==> src/rtl/stream_data_processor.sv <==
// Stream data processor: per-word add/sub/xor/pass stage feeding a FIFO that is
// drained one word at a time into a UART transmitter under a tx_busy handshake.
module stream_data_processor #(
  parameter int DATA_BITS     = 8,
  parameter int FIFO_DEPTH    = 16,
  parameter int OP_CONST      = 1,
  parameter int START_TIMEOUT = 4
) (
  input  logic                          clk,
  input  logic                          rst_n,
  input  logic                          rx_data_valid,
  input  logic [DATA_BITS-1:0]          rx_data,
  input  logic [1:0]                    mode,
  input  logic                          tx_busy,
  input  logic                          clr_overflow,
  output logic                          tx_en,
  output logic [DATA_BITS-1:0]          data_out,
  output logic [$clog2(FIFO_DEPTH):0]   fifo_count,
  output logic                          fifo_full,
  output logic                          fifo_empty,
  output logic                          overflow
);

  localparam int AW = $clog2(FIFO_DEPTH);
  localparam int CW = AW + 1;
  localparam int TW = (START_TIMEOUT > 1) ? $clog2(START_TIMEOUT) : 1;
  localparam logic [DATA_BITS-1:0] K         = DATA_BITS'(OP_CONST);
  localparam logic [TW-1:0]        TMO_LAST  = TW'(START_TIMEOUT - 1);
  localparam logic [CW-1:0]        CNT_FULL  = CW'(FIFO_DEPTH);

  typedef enum logic [1:0] {
    IDLE,
    ISSUE,
    WAIT_START,
    WAIT_DONE
  } state_e;

  state_e                 state_q;
  logic [TW-1:0]          tmo_q;
  logic                   tx_en_q;
  logic [DATA_BITS-1:0]   data_out_q;

  logic [DATA_BITS-1:0]   mem_q [FIFO_DEPTH];
  logic [AW-1:0]          wr_ptr_q, rd_ptr_q;
  logic [CW-1:0]          count_q, count_d;
  logic                   full_q, empty_q, overflow_q;

  logic [DATA_BITS-1:0]   op_result;
  logic                   pop, wr_en, drop;

  // Operation stage; results wrap silently at DATA_BITS.
  always_comb begin
    op_result = rx_data;
    unique case (mode)
      2'b00:   op_result = rx_data + K;
      2'b01:   op_result = rx_data - K;
      2'b10:   op_result = rx_data ^ K;
      default: op_result = rx_data;
    endcase
  end

  // A full FIFO still accepts a word when the head leaves on the same edge.
  assign pop   = (state_q == IDLE) && !empty_q && !tx_busy;
  assign wr_en = rx_data_valid && (!full_q || pop);
  assign drop  = rx_data_valid && !wr_en;

  always_comb begin
    count_d = count_q;
    if (wr_en && !pop)      count_d = count_q + CW'(1);
    else if (pop && !wr_en) count_d = count_q - CW'(1);
  end

  // NOTE: storage carries no reset; clearing the pointers is what discards contents.
  always_ff @(posedge clk) begin
    if (wr_en) mem_q[wr_ptr_q] <= op_result;
  end

  always_ff @(posedge clk or negedge rst_n) begin
    if (!rst_n) begin
      wr_ptr_q   <= '0;
      rd_ptr_q   <= '0;
      count_q    <= '0;
      full_q     <= 1'b0;
      empty_q    <= 1'b1;
      overflow_q <= 1'b0;
    end else begin
      if (wr_en) wr_ptr_q <= wr_ptr_q + AW'(1);
      if (pop)   rd_ptr_q <= rd_ptr_q + AW'(1);
      count_q <= count_d;
      full_q  <= (count_d == CNT_FULL);
      empty_q <= (count_d == '0);
      if (drop)              overflow_q <= 1'b1;
      else if (clr_overflow) overflow_q <= 1'b0;
    end
  end

  always_ff @(posedge clk or negedge rst_n) begin
    if (!rst_n) begin
      state_q    <= IDLE;
      tmo_q      <= '0;
      tx_en_q    <= 1'b0;
      data_out_q <= '0;
    end else begin
      tx_en_q <= 1'b0;
      unique case (state_q)
        IDLE: begin
          if (pop) begin
            data_out_q <= mem_q[rd_ptr_q];
            tx_en_q    <= 1'b1;
            state_q    <= ISSUE;
          end
        end
        ISSUE: begin
          tmo_q   <= '0;
          state_q <= WAIT_START;
        end
        WAIT_START: begin
          // Proceed without a busy acknowledgement rather than stall forever.
          if (tx_busy || tmo_q == TMO_LAST) state_q <= WAIT_DONE;
          else                              tmo_q   <= tmo_q + TW'(1);
        end
        WAIT_DONE: begin
          if (!tx_busy) state_q <= IDLE;
        end
        default: state_q <= IDLE;
      endcase
    end
  end

  assign tx_en      = tx_en_q;
  assign data_out   = data_out_q;
  assign fifo_count = count_q;
  assign fifo_full  = full_q;
  assign fifo_empty = empty_q;
  assign overflow   = overflow_q;

endmodule

==> config.mk <==
export PLATFORM = sky130hd
export DESIGN_NAME = stream_data_processor
export DESIGN_NICKNAME = d
export VERILOG_FILES = /design/src/rtl/stream_data_processor.sv
export SDC_FILE = /design/constraint.sdc
export NUM_CORES = 1
export LEC_CHECK = 0
export BUFFER_PORTS_ARGS = -buffer_cell sky130_fd_sc_hd__clkbuf_2
export CORE_UTILIZATION = 45
export CTS_BUF_LIST = sky130_fd_sc_hd__clkbuf_2
export CTS_CLUSTER_SIZE = 30
export DETAILED_ROUTE_END_ITERATION = 10
export GPL_TIMING_DRIVEN = 0
export PLACE_DENSITY = 0.73
export SYNTH_ARGS = -nofsm -noshare
export SYNTH_HDL_FRONTEND = slang
export SYNTH_SLANG_ARGS = --single-unit
==> constraint.sdc <==
create_clock -name clk -period 2.53 [get_ports clk]
set_input_delay 0.253 -clock clk [delete_from_list [all_inputs] [get_ports clk]]
set_output_delay 0.253 -clock clk [all_outputs]
set_load 0.02 [all_outputs]
After elaboration in Yosys (flattened, before gate mapping)
Memories as Yosys holds them, arrays and structs flattened. A register that Yosys moved wholly into a read port is not among the register bits.
Index checks and enable logic that the tools add are counted.
- word-level logic and storage cells: 66
- RAM bits: 128
- register bits: 21
- memories: 1
- output and inout bits: 17
- bitwise logic cells: 1
- reductions and logical operators: 22
- mux-type cells: 15
- eq/ne operators: 11
- add/sub/neg operators: 7
- memories (memory ; words ; width ; read ports ; clocked after memory_dff ; wr ports ; RTL line ; text):
    mem_q ; 16 ; 8 ; 1 ; 1 ; 1 ; 43 ; logic [DATA_BITS-1:0] mem_q [FIFO_DEPTH];
- operators with widths (kind ; number):
    one-hot mux 8 bit (3 select lines) ; 1
    two-way mux 5 bit ; 2
    adder 4 x 1 -> 4 bit (second input constant) ; 2
    adder 8 x 1 -> 8 bit (second input constant) ; 1
    == test 2 bit (second input constant) ; 4
    two-way mux 2 bit ; 4
    != test 2 bit (second input constant) ; 4
    one-hot mux 2 bit (4 select lines) ; 1
    subtractor 8 x 1 -> 8 bit (second input constant) ; 1
    logical AND 1 bit ; 6
    zero test 1 bit ; 6
    two-way mux 1 bit ; 6
    adder 5 x 1 -> 5 bit (second input constant) ; 1
    == test 5 bit (second input constant) ; 1
    zero test 5 bit ; 1
    subtractor 5 x 1 -> 5 bit (second input constant) ; 1
    == test 2 x 1 -> 1 bit (second input constant) ; 2
    zero test 2 bit ; 2
    one-hot mux 2 bit (2 select lines) ; 1
    AND reduction 2 bit ; 2
    nonzero test 2 bit ; 2
    AND reduction 3 bit ; 1
    adder 2 x 1 -> 2 bit (second input constant) ; 1
    logical OR 1 bit ; 2
    NOT 1 bit ; 1

Depth between registers and ports, before layout
Gate-level depths: netlist (run 1).
- depth in word-level cells: 10
- mapped depth: 8
- depth with buffers taken out: 7

Worst setup path after synthesis (run 1)
No wires, ideal clock.
- path kind: input to register
- from: input mode[0]
- to: memory mem_q[0][7], data pin
- stages on the path: 6
- path slack: -188 ps
- path buffers: 0
- library setup time: 392 ps
- data arrival time: 2327 ps
- required time: 2138 ps
- path through: nor2b_1 ha_1 nor3b_1 a311o_1 o21ai_0 nor4b_1
- cells in the longest elaborated chain, start to end: 2
- elaborated cells between the ends (all ways): 4
- ends and longest elaborated chain (what ; RTL line ; text):
    start, declared ; 13 ; input logic [1:0] mode,
    == test 2 bit, or another cell as far along ; 54 ; unique case (mode)
    one-hot mux 8 bit (3 select lines) * ; 54 ;
    named net op_result[7] ; 48 ; logic [DATA_BITS-1:0] op_result;
    end, declared ; 43 ;
The timed path passes the listed nets; every way through them passes the cells marked *.

Final worst setup path (run 1)
- from: register state_q[0]
- to: memory mem_q[2][5] (enable)
- cells in the longest elaborated chain, start to end: 7
- ends and longest elaborated chain (what ; RTL line ; text):
    start, declared ; 38 ; state_e state_q;
    start signal, assigned ; 99 ; state_q <= IDLE;
    start signal, assigned ; 110 ; state_q <= ISSUE;
    start signal, assigned ; 115 ; state_q <= WAIT_START;
    zero test 2 bit ; 63 ; assign pop = (state_q == IDLE) && !empty_q && !tx_busy;
    logical AND 1 bit (2 in a row) ; 63 ;
    logical OR 1 bit ; 64 ; assign wr_en = rx_data_valid && (!full_q || pop);
    logical AND 1 bit ; 64 ;
    two-way mux 1 bit ; 75 ; if (wr_en) mem_q[wr_ptr_q] <= op_result;
    two-way mux 1 bit (implied by the code) ; 75 ;
Every way passes these cells.

==> metrics.yaml, run 1 <==
outcome: "completed"
clock-sinks: 157
boundaryPins: 32
most-common-layout-cells: "edfxtp_1, clkbuf_2, dfrtp_1"
clk_root_buffer_cell: "clkbuf_2"
highest-signal-layer: "met4"
power.density_nw_per_um2: 988
worst-setup-path-type: "reg2reg"
yosys-top-cells-area: "edfxtp_1, dfrtp_1, mux4_2"
detail_route.vias_per_cell: 5.69
htree_num_levels: 4
timing_max_transition_violations_final: 0
finalClockSkew_ps: 31.7
final_common_cell: "edfxtp_1"
synthesis.area_per_instance_um2: 16.9
peakVddDrop_v: 0.000357
post-synth-top-area-fraction_pct: 55.5
worstPathRequired_ps: 3010
synth_cell_types: 58
die_height_um: 126
synth_top_area_cell: "edfxtp_1"
worstSetupStartpoint: "state_q[0]"
cts_made_buffers: 17
grt.overflow.total: 0
layout.cells.non_filler: 677
drt_pre_antenna_iters: 4
synth_edf_count: 128
gp_congestion: 0.870
worstPathArrival_ps: 2920
timing.critical_path.cells: "inv_1 > ha_1 > or3b_4 > buf_6 > a21boi_4 > buf_12 > nand2_2 > nor3_4 > buf_12"
grt_max_degree: 30
synthesis.area_um2: 6930
routed-via-count: 3855
max-cap-violations: 0
critPathCaptureType: "flop"
die_w_um: 126
tritoncts: "done"
drt_wl_total_um: 13900
place.port_buffers: 31
met1Wirelength_um: 6030
critical_path_buf_inv_count: 4
synth_seq_area_share_pct: 66.0
placed_cells_incl_taps: 625
p_leak_nw: 2.81
antenna_found_initial: 1
max_clock_freq_ghz: 0.411
yosysWarningCount: 0
critPathMaxStageDelay_ps: 440
design.die.area_um2: 15900
timing.critical_path.fanout_max: 10
synthFlopType: "edfxtp_1"
setup_tns_ps: 0
start_util_pct: 46.9
worst_slew_margin_relative_to_its_limit_pct: 6.87
core_area_um2: 14800
r2r-start: "state_q[0]"
clk_pin_slew_ps: 230
clk_path_buf_depth: 2
wl_met3_um: 772
post-dp-hpwl_um: 8810
postSynth.asyncResetShare_pct: 18.5
drc: 0
hold_viol_final: 0
cp_top_delay_family: "simple AND/OR/NAND/NOR gates"
dr_wl_met2_um: 6730
synthToLayoutAreaGrowth_pct: 15.1
antenna_violating_nets_post_route: 0
global_route.usage.total_pct: 18.8
post-place-ws_ps: -786
finish.net_count: 509
min_period_over_period_pct: 96.3
synth.ff_latch_count: 157
path_common_cell: "buf_12"
timing.critical_path.from_type: "flop"
wire_per_inst_um: 20.5
drt_iter0_markers: 339
cpMaxStageDelayCell: "dfrtp_1"
wire_length_of_the_first_global_routing_pass_um: 21800
grt_pass1_vias: 3935
layout-drive-gt1-share_pct: 31.5
synthCells: 410
syn_nets: 440
final.min_clock_period_ps: 2440
hold_class: "in2async"
worst-slew-pin-transition_ps: 1390
finalSetupViolCount: 0
postLayoutSetupSlackWorst_ps: 94.8
postLayoutCoreUtil_pct: 54.0
core.rowCount: 44
clk-insertion-delay-late_ps: 750
## through the flow
| stage | power, mW | cell area, um^2 | hold slack [ps] |
|---|---|---|---|
| 2_1_floorplan | 5.54 | 6940 | -42.6 |
| 4_1_cts | 7.79 | 7830 | 36.7 |
| 3_3_place_gp | 6.20 | 7330 | 343 |
| 6_report | 7.88 | 7970 | 89.7 |
| 3_5_place_dp | 6.31 | 7330 | 358 |
| 5_1_grt | 8.30 | 7970 | 47.9 |
## Yosys cell counts, types with 2 or more instances
master and n:
xor2_1 5, nor4_1 2, a22oi_1 9, ha_1 15, mux4_1 8, nand2_1 19, edfxtp_1 128, and4_1 2
nor3_1 10, or3b_4 2, o21ai_1 3, nor4b_2 2, mux2_2 11, a21oi_1 6, clkbuf_1 4, nand4b_1 3
nor2b_1 5, mux2i_1 12, nand2b_1 3, nand3_1 3, xnor2_1 10, nor3b_1 3, nand4_1 4, and3_1 2
inv_1 9, buf_6 4, nor4b_1 3, dfrtp_1 28, o31a_1 2, o311ai_0 2, clkbuf_8 5, mux4_2 23
nor2_1 24, o21ai_0 15
## power breakdown
part           total [mW]  internal (mW)  switching [mW]
Combinational        3.07           1.38            1.69
Clock                1.30          0.376           0.923
Sequential           3.51           3.25           0.254
Total                7.88           5.01            2.87
## area by class of cell
class,count,area [um^2]
Buffer,18,180
Tap cell,184,230
Multi-Input combinational cell,225,2320
Sequential cell,157,4570
Timing Repair Buffer,50,402
Clock buffer,18,90.1
Antenna cell,1,2.50
Clock inverter,14,139
Inverter,10,37.5
Fill cell,1149,6780
## kinds of logic (layout without fill, tap and decap cells)
logic type | count (synthesis) | in the layout | synth area share, %
flops | 157 | 157 | 66.0
mux | 54 | 54 | 14.0
compound gates | 49 | 49 | 4.84
other cells | 0 | 1 | 0
fa+ha+maj | 15 | 15 | 2.71
xor+xnor | 15 | 15 | 1.90
buf+inv | 28 | 110 | 3.14
simple gates | 92 | 92 | 7.39
## final timing paths
path                            endpoint  slack, ps  cells past startpoint
max in group asynchronous    rd_ptr_q[1]       1940                      2
max                          mem_q[2][5]         90                      9
min                        fifo_count[0]         90                      2
min in group clk             mem_q[0][3]        120                      2
min reg2reg                     tmo_q[1]        560                      2
max reg2reg                  mem_q[2][5]         90                      9
## per-layer routing
layer	global-route usage, %	up-vias
met3	3.91	21
met1	24.6	1953
li1	-	1766
met4	9.00	0
met2	30.3	115
met5	0	-
## registers in the layout, indices dropped and copies added, names as in the netlist
signal      flops
tx_en           1
data_out        8
tmo_q           2
mem_q         128
fifo_empty      1
wr_ptr_q        4
overflow        1
fifo_full       1
rd_ptr_q        4
fifo_count      5
state_q         2
## timing repair
| item | in CTS | in global routing |
|---|---|---|
| endpoints found under the setup margin | 128 | 126 |
| setup buffers | 5 | 8 |
| pin swaps | 6 | 6 |
| endpoints found under the hold margin | 37 | 0 |
| gates resized for setup | 34 | 3 |
| hold buffers | 5 | 0 |
Power figures use the tool's default switching activity.
==> inputs of run 2 (changes only) <==
--- a/config.mk
+++ b/config.mk
@@ -6,12 +6,12 @@
 export NUM_CORES = 1
 export LEC_CHECK = 0
 export BUFFER_PORTS_ARGS = -buffer_cell sky130_fd_sc_hd__clkbuf_2
-export CORE_UTILIZATION = 45
+export CORE_UTILIZATION = 55
 export CTS_BUF_LIST = sky130_fd_sc_hd__clkbuf_2
 export CTS_CLUSTER_SIZE = 30
 export DETAILED_ROUTE_END_ITERATION = 10
 export GPL_TIMING_DRIVEN = 0
-export PLACE_DENSITY = 0.73
+export PLACE_DENSITY = 0.84
 export SYNTH_ARGS = -nofsm -noshare
 export SYNTH_HDL_FRONTEND = slang
 export SYNTH_SLANG_ARGS = --single-unit
==> run 2 against run 1 <==
Final cell count shrank 3.1%. Clock skew decreased by 0.78 ps. Die area decreased by 18%. Flip-flop and latch count unchanged. Setup slack improved by 11 ps. Combinational power about the same. Fmax rose by 0.44%. Non-clock buffer count fell by 5. Utilization grew 11 points. Wire length is 0.89% higher. First-iteration DRC count is 5.9% lower. Count of clock-buffer cells in the layout stayed put.
==> metrics.yaml, run 2 (synthesis results as in run 1) <==
outcome: "completed"
worst-setup-path-type: "reg2reg"
drt_iter0_markers: 319  # -5.9%
worstRegToRegCells: 9  # unchanged
drt_wl_total_um: 14000  # +0.89%
gp_congestion: 0.811  # -6.7%
boundaryPins: 32  # unchanged
tritoncts: "done"
start_util_pct: 57.0  # +10 points
post-place-ws_ps: -768  # +17.7 ps
grt_max_degree: 30  # unchanged
drt_pre_antenna_iters: 5  # +1
wire_per_inst_um: 21.3  # +4.1%
design.die.area_um2: 13000  # -18%
final.min_clock_period_ps: 2420  # -10.7 ps
cts_made_buffers: 17  # unchanged
power_switching_share_pct: 35.1  # -1.3 points
p_leak_nw: 2.80  # -0.10%
routed-via-count: 3963  # +2.8%
power.internal_mw: 5.26  # +4.9%
placed_cells_incl_taps: 609  # -2.6%
hold_class: "in2async"
clock_power_share_pct: 19.0  # +2.5 points
finalClockSkew_ps: 30.9  # -0.779 ps
combPwrFrac_pct: 37.7  # -1.3 points
global_route.usage.total_pct: 23.1  # +4.2 points
clk_path_buf_depth: 2  # unchanged
flip_flop_count_of_the_largest_register_after_layout: 128  # unchanged
die_w_um: 114  # -9.4%
peakVddDrop_v: 0.000366  # +2.5%
clk-insertion-delay-late_ps: 730  # -20 ps
grt_setup_unrepaired: "no"
grt_pass1_vias: 3889  # -1.2%
total_switching_power_mw: 2.85  # -0.75%
layout-drive-gt1-share_pct: 31.6  # +0.12 points
r2r_setup_slack_ps: 110  # about the same
detail_route.vias_per_cell: 6.04  # +6.1%
timing.critical_path.from_type: "flop"
worst_slew_margin_relative_to_its_limit_pct: 10.3  # +3.5 points
finalSetupViolCount: 0  # unchanged
hold_viol_final: 0  # unchanged
num-fill-cells: 808  # -30%
post-dp-hpwl_um: 9080  # +3.0%
critPathCaptureType: "flop"
wire_length_of_the_first_global_routing_pass_um: 21500  # -1.3%
core_area_um2: 12200  # -18%
drc: 0  # unchanged
worstPathRequired_ps: 2990  # -20 ps
max-cap-violations: 0  # unchanged
clk_pin_slew_ps: 230  # about the same
max_clock_freq_ghz: 0.412  # +0.44%
most-common-layout-cells: "edfxtp_1, clkbuf_2, dfrtp_1"
top_register: "mem_q"
min_period_over_period_pct: 95.8  # -0.42 points
finish.net_count: 504  # -0.98%
final_common_cell: "edfxtp_1"
clk_root_buffer_cell: "clkbuf_2"
layout.cells.non_filler: 656  # -3.1%
timing.critical_path.fanout_max: 10  # unchanged
power.density_nw_per_um2: 1020  # +3.4%
synthToLayoutAreaGrowth_pct: 14.5
timing_max_transition_violations_final: 0  # unchanged
place.port_buffers: 31  # unchanged
grt.overflow.total: 0  # unchanged
fraction_of_power_consumed_by_sequential_logic_pct: 43.4  # -1.1 points
core.rowCount: 40  # -9.1%
antenna_found_initial: 1  # unchanged
worstPathArrival_ps: 2880  # -40 ps
htree_num_levels: 4  # unchanged
worst-slew-pin-transition_ps: 1340  # -51.8 ps
antenna_violating_nets_post_route: 0  # unchanged
die_height_um: 114  # -9.4%
postLayoutSetupSlackWorst_ps: 106  # +10.7 ps
clock-sinks: 157  # unchanged
[run 2: area by class of cell]
type	instances	area [um^2]	area share, %
flip-flops and latches	157	4570	57.6
multi-input cells	225	2330	29.4
repair buffers	45	318	4.01
well taps	168	210	2.65
clock inverters	14	191	2.41
plain buffers	18	180	2.27
clock buffers	18	90.1	1.14
inverters	10	37.5	0.473
diodes	1	2.50	0.0316
[run 2: path summary, 6_finish.rpt]
check,start,to
worst max-delay path,state_q[1],mem_q[0][6]
worst min-delay path,rst_n,tmo_q[0]
worst max register to register,state_q[1],mem_q[0][6]
worst min register to register,tmo_q[1],tmo_q[1]
max in group asynchronous,rst_n,wr_ptr_q[1]
min in group clk,mode[1],mem_q[14][7]
[run 2: per-stage QoR]
| stage | hold slack, ps | instance area (um^2) | util, % | total power [mW] | setup TNS, ps |
|---|---|---|---|---|---|
| floorplan | -42.6 | 6940 | - | 5.54 | -232 |
| global placement | 330 | 7310 | 60.1 | 6.16 | -47080 |
| detailed placement | 337 | 7310 | 60.1 | 6.34 | -76710 |
| CTS | 34.7 | 7880 | 64.8 | 8.06 | 0 |
| global route | 73.0 | 7930 | 65.2 | 8.46 | 0 |
| finish | 67.0 | 7930 | 65.2 | 8.10 | 0 |
[run 2: critical path: stages (launching register included)]
cell      delay (ps)
dfrtp_1          480
inv_2            100
ha_2             190
or3b_4           420
buf_6            160
a21boi_4         150
buf_12           150
nand2_4          110
nor3_4           210
buf_4            170
[run 2: power groups by stage]
stage          Combinational [mW]  Sequential [mW]  Clock (mW)
6_report                     3.05             3.51        1.54
3_5_place_dp                 2.78             3.56           0
5_1_grt                      3.26             3.54        1.65
2_1_floorplan                1.92             3.62           0
3_3_place_gp                 2.64             3.53           0
4_1_cts                      3.01             3.50        1.55
[run 2: repair_timing]
action | CTS | global route
setup endpoints to repair | 128 | 86
resized for setup | 35 | 7
cloned | 0 | 0
hold buffers | 5 | 0
pin swaps | 5 | 3
buffers inserted | 8 | 1
endpoints found under the hold margin | 35 | 0
[run 2: per-layer routing]
metal  global-route usage [%]  share of wire (%)  vias to the layer above
li1                         -                  -                     1755
met1                     29.1                 41                     2044
met2                     40.0                 52                      148
met3                     5.51                5.8                       16
met4                     6.75                1.5                        0
met5                        0                  0                        -
